<file path="src/rtl/uart_tx_mmio.sv">
`default_nettype none
// ============================================================================
//  Module      : uart_tx_mmio
//  Description : Memory-mapped 8N1 UART transmitter. CPU stores to TXDATA
//                queue bytes in a FIFO; a serialiser drains them onto
//                uart_tx. STATUS exposes {overflow, busy, full, empty}.
//  Ports       : clk, rst        - clock, asynchronous active-high reset
//                cpu_addr/we/wdata/re - CPU data-store bus access
//                cpu_rdata       - combinational load data
//                uart_tx         - registered serial line, idle high
//                tx_busy         - FIFO non-empty or frame in flight
//  Revision    : 1.0 - initial release
// ============================================================================
module uart_tx_mmio #(
    parameter logic [31:0] BASE_ADDR  = 32'hF000_0000,
    parameter int          CLK_DIV    = 868,
    parameter int          FIFO_DEPTH = 8
) (
    input  logic        clk,
    input  logic        rst,
    input  logic [31:0] cpu_addr,
    input  logic        cpu_we,
    input  logic [31:0] cpu_wdata,
    input  logic        cpu_re,
    output logic [31:0] cpu_rdata,
    output logic        uart_tx,
    output logic        tx_busy
);

    localparam int PTR_W  = (FIFO_DEPTH > 1) ? $clog2(FIFO_DEPTH) : 1;
    localparam int CNT_W  = $clog2(FIFO_DEPTH + 1);
    localparam int BAUD_W = (CLK_DIV > 1) ? $clog2(CLK_DIV) : 1;

    typedef enum logic [1:0] {
        S_IDLE  = 2'd0,
        S_START = 2'd1,
        S_DATA  = 2'd2,
        S_STOP  = 2'd3
    } state_e;

    state_e             state_q,   state_d;
    logic [BAUD_W-1:0]  baud_q,    baud_d;
    logic [2:0]         bit_idx_q, bit_idx_d;
    logic [7:0]         shift_q,   shift_d;
    logic               tx_q,      tx_d;
    logic [PTR_W-1:0]   rd_ptr_q,  rd_ptr_d;
    logic [PTR_W-1:0]   wr_ptr_q,  wr_ptr_d;
    logic [CNT_W-1:0]   count_q,   count_d;
    logic               ovf_q,     ovf_d;
    logic [7:0]         mem_q [FIFO_DEPTH];

    logic w_hit, w_sel_status, w_push_req, w_push_ok, w_clr_ovf;
    logic w_empty, w_full, w_busy, w_baud_end, w_pop;
    logic [7:0] w_fifo_out;

    // Address bits [1:0] and the upper store-data bits have no function here.
    logic unused_ok;
    assign unused_ok = ^{cpu_addr[1:0], cpu_wdata[31:8]};

    // ------------------------------------------------------------------ decode
    assign w_hit        = (cpu_addr[31:3] == BASE_ADDR[31:3]);
    assign w_sel_status = cpu_addr[2];
    assign w_push_req   = cpu_we & w_hit & ~w_sel_status;
    assign w_clr_ovf    = cpu_we & w_hit &  w_sel_status & cpu_wdata[3];

    assign w_empty    = (count_q == '0);
    assign w_full     = (count_q == CNT_W'(FIFO_DEPTH));
    assign w_busy     = (state_q != S_IDLE) | ~w_empty;
    assign w_baud_end = (baud_q == BAUD_W'(CLK_DIV - 1));
    assign w_fifo_out = mem_q[rd_ptr_q];

    // A full FIFO still accepts a push when the serialiser pops in the
    // same cycle, since a slot frees up at that edge.
    assign w_push_ok = w_push_req & (~w_full | w_pop);

    always_comb begin
        cpu_rdata = 32'h0;
        if (cpu_re && w_hit && w_sel_status)
            cpu_rdata = {28'h0, ovf_q, w_busy, w_full, w_empty};
    end

    assign uart_tx = tx_q;
    assign tx_busy = w_busy;

    // -------------------------------------------------------------------- fifo
    always_comb begin
        rd_ptr_d = rd_ptr_q;
        wr_ptr_d = wr_ptr_q;
        count_d  = count_q;
        ovf_d    = ovf_q;
        if (w_pop)
            rd_ptr_d = rd_ptr_q + PTR_W'(1);
        if (w_push_ok)
            wr_ptr_d = wr_ptr_q + PTR_W'(1);
        if (w_push_ok && !w_pop)
            count_d = count_q + CNT_W'(1);
        else if (!w_push_ok && w_pop)
            count_d = count_q - CNT_W'(1);
        if (w_push_req && !w_push_ok)
            ovf_d = 1'b1;
        else if (w_clr_ovf)
            ovf_d = 1'b0;
    end

    // Storage array needs no reset: pointers and count gate every read.
    always_ff @(posedge clk) begin
        if (w_push_ok)
            mem_q[wr_ptr_q] <= cpu_wdata[7:0];
    end

    // -------------------------------------------------------------- serialiser
    // tx_d is computed alongside the state transition so the registered line
    // changes on the same edge the FSM enters each bit period.
    always_comb begin
        state_d   = state_q;
        baud_d    = w_baud_end ? '0 : baud_q + BAUD_W'(1);
        bit_idx_d = bit_idx_q;
        shift_d   = shift_q;
        tx_d      = tx_q;
        w_pop     = 1'b0;
        case (state_q)
            S_IDLE: begin
                baud_d = '0;
                tx_d   = 1'b1;
                if (!w_empty) begin
                    w_pop   = 1'b1;
                    shift_d = w_fifo_out;
                    tx_d    = 1'b0;
                    state_d = S_START;
                end
            end
            S_START: begin
                if (w_baud_end) begin
                    state_d   = S_DATA;
                    bit_idx_d = 3'd0;
                    tx_d      = shift_q[0];
                    shift_d   = {1'b0, shift_q[7:1]};
                end
            end
            S_DATA: begin
                if (w_baud_end) begin
                    if (bit_idx_q == 3'd7) begin
                        state_d = S_STOP;
                        tx_d    = 1'b1;
                    end else begin
                        bit_idx_d = bit_idx_q + 3'd1;
                        tx_d      = shift_q[0];
                        shift_d   = {1'b0, shift_q[7:1]};
                    end
                end
            end
            S_STOP: begin
                if (w_baud_end) begin
                    // Back-to-back frames: next start bit follows the stop
                    // bit with no idle cycle.
                    if (!w_empty) begin
                        w_pop   = 1'b1;
                        shift_d = w_fifo_out;
                        tx_d    = 1'b0;
                        state_d = S_START;
                    end else begin
                        tx_d    = 1'b1;
                        state_d = S_IDLE;
                    end
                end
            end
            default: begin
                state_d = S_IDLE;
                baud_d  = '0;
                tx_d    = 1'b1;
            end
        endcase
    end

    always_ff @(posedge clk or posedge rst) begin
        if (rst) begin
            state_q   <= S_IDLE;
            baud_q    <= '0;
            bit_idx_q <= 3'd0;
            shift_q   <= 8'h0;
            tx_q      <= 1'b1;
            rd_ptr_q  <= '0;
            wr_ptr_q  <= '0;
            count_q   <= '0;
            ovf_q     <= 1'b0;
        end else begin
            state_q   <= state_d;
            baud_q    <= baud_d;
            bit_idx_q <= bit_idx_d;
            shift_q   <= shift_d;
            tx_q      <= tx_d;
            rd_ptr_q  <= rd_ptr_d;
            wr_ptr_q  <= wr_ptr_d;
            count_q   <= count_d;
            ovf_q     <= ovf_d;
        end
    end

endmodule
`default_nettype wire

</file>
<file path="config.mk">
export PLATFORM = sky130hd
export DESIGN_NAME = uart_tx_mmio
export DESIGN_NICKNAME = d
export VERILOG_FILES = /design/src/rtl/uart_tx_mmio.sv
export SDC_FILE = /design/constraint.sdc
export NUM_CORES = 1
export LEC_CHECK = 0
export CAP_MARGIN = 25
export CORE_MARGIN = 2
export CORE_UTILIZATION = 55
export CTS_CLUSTER_DIAMETER = 30
export DETAILED_ROUTE_END_ITERATION = 16
export GPL_ROUTABILITY_DRIVEN = 0
export PLACE_DENSITY = 0.86
export SLEW_MARGIN = 20
export SYNTH_ARGS = -nofsm -noshare
export SYNTH_HDL_FRONTEND = slang
export SYNTH_SLANG_ARGS = --single-unit
</file>
<file path="constraint.sdc">
create_clock -name clk -period 3.95 [get_ports clk]
set_input_delay 0.5925 -clock clk [delete_from_list [all_inputs] [get_ports clk]]
set_output_delay 0.5925 -clock clk [all_outputs]
set_load 0.05 [all_outputs]
</file>
# Word level (Yosys, flattened, before mapping)
# Memory sizes are Yosys's and may differ from the RTL's.
# Index checks and enable logic that the tools add are counted.
# Widths: inputs -> output; s select.
classes:
  addsub: 6
  n_mul: 0
  n_div: 0
  order_cmp: 0
  eq_ne: 13
  shift: 0
  muxes: 35
  bitwise: 10
  n_reduce_logical: 17
op_table:
  columns: ["operator", "n"]
  rows:
  - ["$mux 8", 5]
  - ["$pmux 8 s4", 1]
  - ["$eq 29x29->1 const B", 1]
  - ["$mux 10", 2]
  - ["$mux 1", 12]
  - ["$mux 4", 3]
  - ["$ne 2x2->1 const B", 6]
  - ["$add 10x1->10 const B", 1]
  - ["$eq 10x10->1 const B", 1]
  - ["$mux 2", 5]
  - ["$add 3x1->3 const B", 3]
  - ["$mux 3", 3]
  - ["$pmux 2 s4", 1]
  - ["$reduce_and 4->1", 2]
  - ["$reduce_bool 2->1", 4]
  - ["$pmux 3 s2", 1]
  - ["$and 1x1->1", 5]
  - ["$logic_and 1x1->1", 5]
  - ["$reduce_and 5->1", 1]
  - ["$add 4x1->4 const B", 1]
  - ["$eq 2x2->1 const B", 2]
  - ["$eq 4x4->1 const B", 1]
  - ["$logic_not 4->1", 1]
  - ["$pmux 1 s4", 1]
  - ["other kinds (9)", 13]
word_totals:
  reg_bits: 35
  latchBits: 0
  mem_bits_rw: 64
  mem_bits_ro: 0
  in_bits: 68
  out_inout_bits: 34
  mem_count: 1
mem_list:
  columns: ["name", "words", "word_bits", "read_ports", "rd_clocked_by_memory_dff", "write_ports", "line_no", "source"]
  rows:
  - ["mem_q", 8, 8, 1, 0, 1, "50", "logic [7:0] mem_q [FIFO_DEPTH];"]

# Depth between registers and ports, before layout
logic_depth:
  word_depth: 10
  mapped_depth: 14
  mapped_depth_nobuf: 14

# Least setup slack after synthesis
# Ideal clock, no wire load.
synth_timing:
  path_kind: "in2reg"
  startpoint: "input cpu_addr[3]"
  endpoint: "register count_q[3]"
  setup_ns: 0.126
  t_arrival_ns: 2.692
  required_time_ns: 3.824
  slack_ns: 1.132
  path_stages: 13
  n_path_buf: 0
  cell_sequence: "nor4_1 > nand4_1 > nor4_4 > nand2_2 > inv_1 > ha_1 > inv_1 > ha_1 > a21o_1 > a21oi_1 > xnor2_1 > nor2_1 > xor2_1"
synth_between:
  elab_chain_len: 7
  elab_cells_between_ends: 9
  cone_classes: "eq/ne (1); mux (1); bitwise (3); reduce/logical (4)"
synth_lines:
  columns: ["element", "line_no", "source"]
  rows:
  - ["from (decl)", "21", "input logic [31:0] cpu_addr,"]
  - ["$eq 29x29->1 *", "61", "assign w_hit = (cpu_addr[31:3] == BASE_ADDR[31:3]);"]
  - ["$and 1x1->1 * (2 in series)", "63", "assign w_push_req = cpu_we & w_hit & ~w_sel_status;"]
  - ["$and 1x1->1 *", "74", "assign w_push_ok = w_push_req & (~w_full | w_pop);"]
  - ["net w_push_ok", "52", "logic w_hit, w_sel_status, w_push_req, w_push_ok, w_clr_ovf;"]
  - ["$logic_not 1->1", "97", "else if (!w_push_ok && w_pop)"]
  - ["$logic_and 1x1->1", "97", null]
  - ["$reduce_bool 2->1 (no source line)", null, null]
  - ["to (signal assigned)", "194", "count_q <= count_d;"]
  - ["to (decl)", "48", "logic [CNT_W-1:0] count_q, count_d;"]
# Mark *: on every way through the listed nets, which the timed path passes. The rest lies on a longest branch.
# A chain may end at the register's enable or synchronous reset.

# Worst setup path after layout
layout_timing:
  startpoint: "input cpu_addr[19]"
  endpoint: "output cpu_rdata[1]"
layout_between:
  elab_chain_len: 4
layout_lines:
  columns: ["element", "line_no", "source"]
  rows:
  - ["$eq 29x29->1", "61", null]
  - ["$logic_and 1x1->1 (2 in series)", "78", "if (cpu_re && w_hit && w_sel_status)"]
  - ["$mux 4", "78", null]
  - ["to (decl)", "25", "output logic [31:0] cpu_rdata,"]
# Every way passes these cells.

==> metrics.yaml <==
floorplanning:
  start_util: 0.570
  die-width_um: 96.5
  die-area_sq_um: 9310
  die_h_um: 96.5
  ioPinCount: 102
  coreArea_sq_um: 8260
  rows: 33
cells_and_area:
  synthToLayoutAreaGrowth_pct: 14.8
  fillCellCount: 581
  layout.nets: 464
  drive_gt1_frac: 0.171
  antenna_cells: 0
route:
  num_vias: 2681
  wl_met1_um: 3340
  ant_nets: 0
  wl_met2_um: 4450
  route.detailed.drc: 0
  wl_um: 8120
  route.top_layer_used: "met4"
  first_iter_violations: 84
  vias_per_cell: 5.45
  drt_first_pass_iters: 4
  wl_met3_um: 257
  routedWlPerCell_um: 16.5
global_routing:
  antenna_found_initial: 0
  overflow: 0
  grt_pass1_wl_um: 13400
  grt.total_usage: 0.194
  grt_pass1_vias: 2691
  grt_max_degree: 36
placed_design:
  io_buffers: 47
  hpwl_um: 5890
  dpl_worst_slack_ns: 0.347
run_status:
  outcome: "finished clean"
synthesis:
  synth-edff-count: 64
  synth.top_cell.area_share: 0.408
  yosysSeqAreaShare: 0.595
  synth_cell_types: 55
  synth_commonest_cells: "64 x edfxtp_1, 34 x dfrtp_1, 28 x buf_4"
  synth_cells: 325
  syn_area_per_cell_sq_um: 14.5
  synth-seq-cells: 99
  syn_area_sq_um: 4710
  synth-main-ff-cell: "edfxtp_1"
  ys_warn_count: 0
  synthArstFlopShare: 0.354
  yosys.area.top_type: "edfxtp_1"
  synthTopCellsByArea: "edfxtp_1 41%, dfrtp_1 18%, mux4_2 7.7%"
  yosysMostFrequentCell: "edfxtp_1"
power_and_ir_drop:
  p_leak_nw: 2.02
  swShare: 0.249
  power.density_nw_per_um2: 342
  p_sw_mw: 0.460
  peakVddDrop_uv: 317
  pwr-share-comb: 0.063
  p_int_mw: 1.39
  p_clk_frac: 0.340
  seqPwrFrac: 0.597
min_path:
  holdPathStages: 1
  hold_path.class: "flip-flop to flip-flop"
  hold_path.startpoint: "baud_q[0]"
cts:
  clock_latency_ns: 0.37
  cts-root-buf: "clkbuf_8"
  clkTransAtPathRegs_ns: 0.10
  cts_tree: "done"
  cts_made_buffers: 9
  cts_hold_buf: 0
  cts_resized: 0
  cts_setup_buffers: 0
  clockBufferDepth: 2
  cts.sinks: 99
  cts_htree_levels: 3
sta:
  setup_ws_ns: 0.367
  finClkSkew_ns: 0.0112
  setup_viol: 0
  slew_headroom: 0.500
  rsz0062_at_grt: "no"
  fin_crit_sh: 0.907
  finalHoldViolations: 0
  max_freq_mhz: 279
  finalSetupTns_ns: 0
  slew_violations: 0
  max_slew.worst_pin.slew_ns: 0.750
  period_minus_slack_ns: 3.58
worst_setup_path:
  worstPathArrival_ns: 2.99
  r2r_cells: 14
  worst-path-max-fanout: 4
  path_class: "input port to primary output"
  cp-start-kind: "input port"
  end_kind: "primary output"
  required_ns: 3.36
  rr_startpoint: "baud_q[0]"
  critPathLaunch: "cpu_addr[19]"
job:
  cap_viol_max_count: 0
## worst max-delay path: stages
cell and delay, ns:
clkdlybuf4s50_1 0.40, nor4b_1 0.31, nand4_1 0.25, nor3_1 0.41
and3_1 0.21, clkdlybuf4s50_1 0.81
## layer usage
| metal | vias to the layer above | track usage |
|---|---|---|
| met2 | 58 | 0.351 |
| li1 | 1271 | - |
| met1 | 1347 | 0.239 |
| met4 | 0 | 0.0458 |
| met3 | 5 | 0.0434 |
| met5 | - | 0 |
## registers in the layout, indices dropped and copies added (netlist names), 2 cells and up
register	cells
state_q	2
baud_q	10
count_q	4
bit_idx_q	3
rd_ptr_q	3
mem_q	64
shift_q	8
wr_ptr_q	3
## power groups by stage
stage | Combinational, mW | Sequential [mW] | Clock (mW)
5_1_grt | 0.125 | 1.10 | 0.680
2_1_floorplan | 0.0872 | 1.13 | 0
4_1_cts | 0.117 | 1.10 | 0.639
6_report | 0.117 | 1.10 | 0.628
3_5_place_dp | 0.117 | 1.13 | 0
3_3_place_gp | 0.114 | 1.13 | 0
## stage by stage
| step | std cells | instance area [sq um] | util | hold slack, ns | power (mW) |
|---|---|---|---|---|---|
| floorplan | 352 | 4810 | - | 0.455 | 1.21 |
| global placement | 475 | 5190 | 0.629 | 0.481 | 1.24 |
| detailed placement | 476 | 5210 | 0.631 | 0.487 | 1.24 |
| CTS | 492 | 5400 | 0.654 | 0.508 | 1.86 |
| global route | 492 | 5400 | 0.654 | 0.536 | 1.91 |
| finish | 492 | 5400 | 0.654 | 0.505 | 1.85 |
## logic make-up after synthesis
kind of cell               after synthesis  share of synthesized area
buffers and inverters                   46                     0.0667
AOI/OAI and AO/OA                       30                     0.0441
adders and majority gates               14                     0.0388
DFF                                     99                      0.595
xor gates and xnor gates                15                     0.0279
and+or+nand+nor                         83                     0.0991
other                                    1                   0.000797
muxes                                   37                      0.128
## cell usage in the layout (no fill, tap or decap), types with 9 or more instances in the layout
master / instances
ha_1: 13
clkbuf_8: 9
mux4_2: 16
dfrtp_1: 34
buf_4: 9
nor2_1: 20
nand2_1: 15
mux2_2: 9
edfxtp_1: 64
clkdlybuf4s50_1: 47
xnor2_1: 9
conb_1: 28
o21ai_0: 11
## layout make-up
class / instances / area (sq um) / area share
repair buffers: 57 / 553 / 0.102
well taps: 105 / 131 / 0.0243
clock buffers: 9 / 124 / 0.0229
multi-input cells: 207 / 1700 / 0.314
flip-flops and latches: 99 / 2800 / 0.518
inverters: 8 / 30.0 / 0.00556
clock inverters: 7 / 70.1 / 0.0130
## worst paths after layout
kind	to	slack, ns
setup / recovery	cpu_rdata[1]	0.37
hold / removal	baud_q[0]	0.51
setup reg to reg	count_q[3]	0.79
hold reg to reg	baud_q[0]	0.51
max in group asynchronous	uart_tx	2.98
min in group asynchronous	count_q[3]	0.62
No activity file was read; power rests on OpenSTA's default activity.
